--- src/rtl/r5p_csr_pkg.sv ---
// Shared CSR field types used across the core.
package r5p_csr_pkg;

    localparam int CSR_XLEN = 32;

    // mcause layout: interrupt flag in the MSB, exception/interrupt code below it.
    typedef struct packed {
        logic                intr;
        logic [CSR_XLEN-2:0] code;
    } csr_mcause_t;

endpackage

--- src/rtl/r5p_pkg.sv ---
// Trap-controller states and machine interrupt codes.
package r5p_pkg;

    typedef enum logic [1:0] {
        IDLE     = 2'd0,
        DRAIN    = 2'd1,
        TRAP     = 2'd2,
        REDIRECT = 2'd3
    } trap_state_e;

    // mcause interrupt codes
    localparam logic [4:0] IRQ_CODE_MEI = 5'd11;
    localparam logic [4:0] IRQ_CODE_MTI = 5'd7;
    localparam logic [4:0] IRQ_CODE_MSI = 5'd3;

    // Bit positions inside the {MEI, MTI, MSI} vectors
    localparam int IRQ_BIT_MEI = 2;
    localparam int IRQ_BIT_MTI = 1;
    localparam int IRQ_BIT_MSI = 0;

endpackage

--- src/rtl/r5p_sync.sv ---
// Multi-flop synchronizer for one asynchronous level input.
module r5p_sync #(
    parameter int SYNC_STAGES = 2
) (
    input  logic clk,
    input  logic rst,
    input  logic d_i,
    output logic q_o
);

    logic [SYNC_STAGES-1:0] r_sync;

    // Shift the raw level in at bit 0; the oldest sample leaves from the MSB.
    always_ff @(posedge clk or posedge rst) begin
        if (rst) r_sync <= '0;
        else     r_sync <= (r_sync << 1) | SYNC_STAGES'(d_i);
    end

    assign q_o = r_sync[SYNC_STAGES-1];

endmodule

--- src/rtl/r5p_trap_ctl.sv ---
// Machine-mode trap controller: synchronizes interrupt lines, arbitrates
// interrupts against synchronous exceptions and sequences trap/redirect.
module r5p_trap_ctl
    import r5p_pkg::*;
    import r5p_csr_pkg::*;
#(
    parameter int XLEN        = 32,
    parameter int SYNC_STAGES = 2
) (
    input  logic            clk,
    input  logic            rst,
    input  logic            irq_ext_i,
    input  logic            irq_tim_i,
    input  logic            irq_sft_i,
    input  logic            mstatus_mie_i,
    input  logic [2:0]      mie_i,
    input  logic            exc_vld_i,
    input  logic [4:0]      exc_cause_i,
    input  logic            retire_i,
    output logic [2:0]      mip_o,
    output logic            stall_o,
    output logic            trap_o,
    output logic [XLEN-1:0] cause_o,
    output logic            flush_o
);

    logic [2:0]  w_irq;
    logic [2:0]  w_mip;
    logic [2:0]  w_elig;
    logic [4:0]  w_irq_code;
    csr_mcause_t w_irq_cause;
    csr_mcause_t w_exc_cause;
    csr_mcause_t w_cause_nxt;
    logic        w_cause_ld;
    trap_state_e r_state;
    trap_state_e w_state_nxt;
    csr_mcause_t r_cause;

    assign w_irq = {irq_ext_i, irq_tim_i, irq_sft_i};

    for (genvar gi = 0; gi < 3; gi++) begin : g_sync
        r5p_sync #(.SYNC_STAGES(SYNC_STAGES)) u_sync (
            .clk (clk),
            .rst (rst),
            .d_i (w_irq[gi]),
            .q_o (w_mip[gi])
        );
    end

    assign mip_o  = w_mip;
    assign w_elig = w_mip & mie_i & {3{mstatus_mie_i}};

    // Fixed-priority pick among eligible interrupts (MEI > MSI > MTI) and cause encodings.
    always_comb begin
        w_irq_code = IRQ_CODE_MTI;
        if (w_elig[IRQ_BIT_MEI])      w_irq_code = IRQ_CODE_MEI;
        else if (w_elig[IRQ_BIT_MSI]) w_irq_code = IRQ_CODE_MSI;
        w_irq_cause.intr = 1'b1;
        w_irq_cause.code = (CSR_XLEN-1)'(w_irq_code);
        w_exc_cause.intr = 1'b0;
        w_exc_cause.code = (CSR_XLEN-1)'(exc_cause_i);
    end

    // State register; reset aborts any sequence in flight.
    always_ff @(posedge clk or posedge rst) begin
        if (rst) r_state <= IDLE;
        else     r_state <= w_state_nxt;
    end

    // Next-state, cause capture and per-state outputs.
    always_comb begin
        w_state_nxt = r_state;
        w_cause_ld  = 1'b0;
        w_cause_nxt = w_exc_cause;
        stall_o     = 1'b0;
        trap_o      = 1'b0;
        flush_o     = 1'b0;
        unique case (r_state)
            IDLE: begin
                if (exc_vld_i) begin
                    w_state_nxt = TRAP;
                    w_cause_ld  = 1'b1;
                end else if (|w_elig) begin
                    w_state_nxt = DRAIN;
                end
            end
            DRAIN: begin
                stall_o = 1'b1;
                if (exc_vld_i) begin
                    w_state_nxt = TRAP;
                    w_cause_ld  = 1'b1;
                end else if (retire_i) begin
                    // The request may have dropped while draining; re-check at the boundary.
                    if (|w_elig) begin
                        w_state_nxt = TRAP;
                        w_cause_ld  = 1'b1;
                        w_cause_nxt = w_irq_cause;
                    end else begin
                        w_state_nxt = IDLE;
                    end
                end
            end
            TRAP: begin
                stall_o     = 1'b1;
                trap_o      = 1'b1;
                w_state_nxt = REDIRECT;
            end
            REDIRECT: begin
                stall_o     = 1'b1;
                flush_o     = 1'b1;
                w_state_nxt = IDLE;
            end
            default: w_state_nxt = IDLE;
        endcase
    end

    // Cause register loads only on entry to TRAP.
    always_ff @(posedge clk or posedge rst) begin
        if (rst)             r_cause <= '0;
        else if (w_cause_ld) r_cause <= w_cause_nxt;
    end

    assign cause_o = {r_cause.intr, (XLEN-1)'(r_cause.code)};

endmodule

--- config.mk ---
export PLATFORM = sky130hd
export DESIGN_NAME = r5p_trap_ctl
export DESIGN_NICKNAME = d
export VERILOG_FILES = /design/src/rtl/r5p_csr_pkg.sv /design/src/rtl/r5p_pkg.sv /design/src/rtl/r5p_sync.sv /design/src/rtl/r5p_trap_ctl.sv
export SDC_FILE = /design/constraint.sdc
export NUM_CORES = 1
export LEC_CHECK = 0
export CAP_MARGIN = 20
export CORE_UTILIZATION = 35
export DETAILED_ROUTE_END_ITERATION = 7
export MAX_ROUTING_LAYER = met4
export PLACE_DENSITY_LB_ADDON = 0.3
export SYNTH_ARGS = -nofsm -noshare
export SYNTH_HDL_FRONTEND = slang
export SYNTH_SLANG_ARGS = --single-unit
--- constraint.sdc ---
create_clock -name clk -period 2.1 [get_ports clk]
set_input_delay 0.525 -clock clk [delete_from_list [all_inputs] [get_ports clk]]
set_output_delay 0.525 -clock clk [all_outputs]
set_load 0.02 [all_outputs]
After elaboration in Yosys (flattened, before gate mapping)

Index checks and enable logic that the tools add are counted.

Register bits: 40

Bitwise gates (word level): 5
Muxes and demuxes: 20
Eq/ne operators: 5
Reductions and logical operators: 4

Operator list:

| cell                 | count |
|---|---|
| $mux W32             | 4 |
| $mux W2              | 5 |
| $pmux W2 S4          | 1 |
| $mux W1              | 7 |
| $and A3 B3 Y3        | 2 |
| $ne A3 B3 Y1 const B | 2 |
| $or A2 B1 Y2         | 3 |
| $reduce_or A3 Y1     | 2 |
| $eq A2 B2 Y1 const B | 2 |
| $mux W4              | 1 |
| $mux W3              | 1 |
| $eq A2 B1 Y1 const B | 1 |
| $logic_not A2 Y1     | 1 |
| $pmux W1 S2          | 1 |
| $reduce_and A2 Y1    | 1 |

Depth between registers and ports, before layout

Word-level depth: 8
Mapped depth: 3
Depth with buffers taken out: 3

Cells and area by module

Synthesis repeated with hierarchy kept, for this count alone.

Cell total of the unflattened synthesis: 78
Area, all modules: 787.0 µm²

Modules (own cells, without submodules):

| module       | area an instance (µm²) | instances | cells an instance | seq. area each (µm²) |
|---|---|---|---|---|
| r5p_trap_ctl | 625.6                  | 1         | 69                | 200.2 |
| r5p_sync     | 53.8                   | 3         | 3                 | 50.0 |

Worst setup path before layout

OpenSTA, ideal clock, no wires.

Kind: input-to-reg
From: input mie_i[0]
To: register r_cause, in the netlist cause_o[0]
Slack: 0.445 ns
Library setup time: 0.121 ns
Arrival: 1.534 ns
Cell stages on the path: 3
Path through: a222oi_1 -> o21ai_1 -> o22a_1

Word-level cells in the longest chain between the ends: 7
Elaborated cells on any way between the ends: 11
Classes of those cells: mux (8); bitwise (2); reduce/logical (1)

Ends and longest elaborated chain:

| what                                           | line                | text |
|---|---|---|
| start, declared                                | r5p_trap_ctl.sv:16  | `input logic [2:0] mie_i,` |
| $and A3 B3 Y3 (*) (2 in a row)                 | r5p_trap_ctl.sv:51  | `assign w_elig = w_mip & mie_i & {3{mstatus_mie_i}};` |
| $reduce_or A3 Y1 (*)                           | r5p_trap_ctl.sv:94  | `if (\|w_elig) begin` |
| $mux W1 / $mux W32 (equally long branches)     | r5p_trap_ctl.sv:94  |  |
| $mux W1 / $mux W32 (equally long branches)     | r5p_trap_ctl.sv:92  | `end else if (retire_i) begin` |
| $mux W1 / $mux W32 (equally long branches)     | r5p_trap_ctl.sv:89  | `if (exc_vld_i) begin` |
| $pmux W1 S2 / $mux W32 (equally long branches) | r5p_trap_ctl.sv:78  | `unique case (r_state)` |
| end signal, assigned                           | r5p_trap_ctl.sv:120 | `else if (w_cause_ld) r_cause <= w_cause_nxt;` |
| end, declared                                  | r5p_trap_ctl.sv:37  | `csr_mcause_t r_cause;` |

Mark *: on every way between the ends. The rest lies on a longest branch, timed or not.
A chain may end at the register's enable or synchronous reset.

Worst setup path in the final report

From: register r_state[0]
To: output flush_o

Word-level cells in the longest chain between the ends: 2

Ends and longest elaborated chain:

| what                   | line               | text |
|---|---|---|
| start, declared        | r5p_trap_ctl.sv:35 | `trap_state_e r_state;` |
| start signal, assigned | r5p_trap_ctl.sv:67 | `else r_state <= w_state_nxt;` |
| $eq A2 B2 Y1           | r5p_trap_ctl.sv:78 |  |
| $mux W1                | r5p_trap_ctl.sv:78 |  |
| end, declared          | r5p_trap_ctl.sv:24 | `output logic flush_o` |

No other way between the ends.

==> metrics.txt <==
outcome complete, no violations; maximum VDD drop 0.5637 mV; via count 582; unrepaired setup endpoints after global routing false; cell area after synthesis 802.0 sq um; synth unique cells 28; Total GRT Usage 0.1303; Fin Clk Skew 0.0003372 ns; setup TNS 0 ns; P per Cell Area 1057 mW/mm^2; synthesized instance count 78; Syn Area/Cell 10.28 sq um; Final WS setup 0.1483 ns; drt wl/cell 11.04 microns; grt total ovfl 0; Slew @ Worst Pin 0.5266 ns; Clock Tree Root clkbuf_4; Hold Path Cell Cnt 0; worst skew pair latency 0.27 ns; Final min period 1.952 ns; # nets final 125; Pre-Repair DR Iteration Count 4; critical path type reg2out; largest net degree at the start of global routing 15; vias per cell 4.343; Setup crit start kind flop; Clock transition at path regs 0.08 ns; first-pass GRT wire length 2.387 mm; final setup violation count 0; Worst EP arrival 1.43 ns; layout cells sized above 1 0.09346; crit-path max FO 9; Max-slew headroom 0.6485; Die ar. 0.002487 sq mm; Yosys warning total 0; sequential element share of the synthesized area 0.4368; post-route ant nets 0; num ports 54; post-CTS resize count 0; crit end category output pin; Final Max Tran Viols 0; row cnt 16; die height 49.87 microns; # DRC 0; CTS tree yes; max_cap viols 0; Area growth syn-to-layout 28.86%; Fin. Hold Viols 0; fmax 512.4 MHz; initial antenna violation count 0; Bufs on Longest Clock Path 2; initial core utilization 0.3890; Yosys reg bits 14; clock sink count 14; path depth of the worst reg2reg path 3; Post-CTS Setup Repair Bufs 0; vias in the first global route 562; Die Span X 49.87 microns; Post-CTS Hold Fix Bufs 0; class of the worst hold path reg2reg; IO Port Bufs 27; Filler cells 200; Core Area 0.002062 sq mm; Final Wtd Congestion 0.7681; Req. time, crit path 1.57 ns; TritonCTS Buffers 3; Iter 0 DRT Violations 13; fin crit share 0.9294; DP HPWL 1.155 mm; final WL 1.480 mm; leakage power 0.4968 nW; Antenna diodes 0; CTS H-tree lvls 1; pre-CTS setup slack 0.04955 ns
## final cells by class
type,instances,area (sq um),share of cell area
sequential,14,351.6,0.3402
multi-input combinational,55,309.0,0.2990
timing repair buffer,30,297.8,0.2881
tap,27,33.78,0.03269
clock buffer,3,22.52,0.02179
inverter,5,18.77,0.01816
## per-stage QoR
stage	hold slack, ns	instances	instance area [sq um]	util	power, W
4_1_cts	0.3529	134	1027	0.4982	0.001103
3_3_place_gp	0.3320	131	1005	0.4873	0.0009430
2_1_floorplan	0.3312	103	895.9	-	0.0007493
3_5_place_dp	0.3362	131	1005	0.4873	0.0009534
6_report	0.3523	134	1033	0.5012	0.001092
5_1_grt	0.3666	134	1033	0.5012	0.001165
## power by group
group	internal (W)	switching (W)	leakage [nW]
Clock	0.0000663	0.0000792	0.0138
Sequential	0.000348	0.0000625	0.164
Combinational	0.000258	0.000278	0.319
## critical path, stage by stage, from the launching register on
cell	delay (ns)
dfrtp_2	0.43
and2_1	0.14
clkdlybuf4s50_1	0.59
## per-layer routing
metal  track usage  share of wire  up-vias
met5             -              0        -
met4       0.05714              0        0
met3       0.02160          0.059        0
met2        0.2162           0.51       40
met1        0.1544           0.43      267
li1              -              -      275
## placed cells by master, fill, tap and decap left out
cell type / Yosys / routed
a21o_1: 1 / 1
a22oi_1: 1 / 1
buf_4: 29 / 3
nand4b_1: 1 / 1
dfrtp_1: 14 / 13
o21a_2: 1 / 1
dlymetal6s2s_1: 0 / 2
o31ai_1: 2 / 2
clkbuf_4: 0 / 3
nor2_1: 2 / 2
o21ai_0: 1 / 1
nand3_1: 1 / 1
o22a_1: 2 / 2
and2_1: 1 / 1
nor3_1: 2 / 2
nand2b_1: 1 / 1
o211a_1: 1 / 1
clkdlybuf4s50_1: 0 / 25
a32o_1: 1 / 1
o31a_2: 1 / 1
dfrtp_2: 0 / 1
o211ai_1: 1 / 1
a31oi_1: 1 / 1
nand4_1: 1 / 1
inv_1: 5 / 5
o21ai_1: 2 / 2
conb_1: 1 / 26
or2_2: 1 / 1
or4bb_1: 1 / 1
a41oi_1: 1 / 1
nor4bb_1: 1 / 1
a222oi_1: 1 / 1
## worst paths after layout
| check | start | slack [ns] | to |
|---|---|---|---|
| setup / recovery | r_state[0] | 0.15 | flush_o |
| hold / removal | g_sync[2].u_sync.r_sync[0] | 0.35 | g_sync[2].u_sync.r_sync[1] |
| setup reg to reg | r_state[1] | 0.64 | cause_o[3] |
| hold reg to reg | g_sync[2].u_sync.r_sync[0] | 0.35 | g_sync[2].u_sync.r_sync[1] |
| max in group asynchronous | rst | 1.14 | r_state[0] |
| min in group asynchronous | rst | 0.58 | g_sync[2].u_sync.r_sync[0] |
## registers in the layout (all words and copies together), names as in the netlist
register              flops
r_state                   2
cause_o                   6
g_sync.u_sync.r_sync      6
## cell families after synthesis
| kind of cell | share of synthesized area |
|---|---|
| buf+inv | 0.2949 |
| other cells | 0.004676 |
| flops | 0.4368 |
| simple gates | 0.09674 |
| compound gates | 0.1669 |
## cells in the mapped netlist
| library cell | number | area [sq um] |
|---|---|---|
| a21o_1 | 1 | 7.510 |
| a222oi_1 | 1 | 10.01 |
| a22oi_1 | 1 | 7.510 |
| a31oi_1 | 1 | 6.260 |
| a32o_1 | 1 | 10.01 |
| a41oi_1 | 1 | 8.760 |
| and2_1 | 1 | 6.260 |
| buf_4 | 29 | 217.7 |
| conb_1 | 1 | 3.750 |
| dfrtp_1 | 14 | 350.3 |
| inv_1 | 5 | 18.77 |
| nand2b_1 | 1 | 6.260 |
| nand3_1 | 1 | 5.000 |
| nand4_1 | 1 | 6.260 |
| nand4b_1 | 1 | 8.760 |
| nor2_1 | 2 | 7.510 |
| nor3_1 | 2 | 10.01 |
| nor4bb_1 | 1 | 10.01 |
| o211a_1 | 1 | 10.01 |
| o211ai_1 | 1 | 7.510 |
| o21a_2 | 1 | 8.760 |
| o21ai_0 | 1 | 5.000 |
| o21ai_1 | 2 | 10.01 |
| o22a_1 | 2 | 17.52 |
| o31a_2 | 1 | 10.01 |
| o31ai_1 | 2 | 15.01 |
| or2_2 | 1 | 6.260 |
| or4bb_1 | 1 | 11.26 |
(Power assumes the default switching activity.)
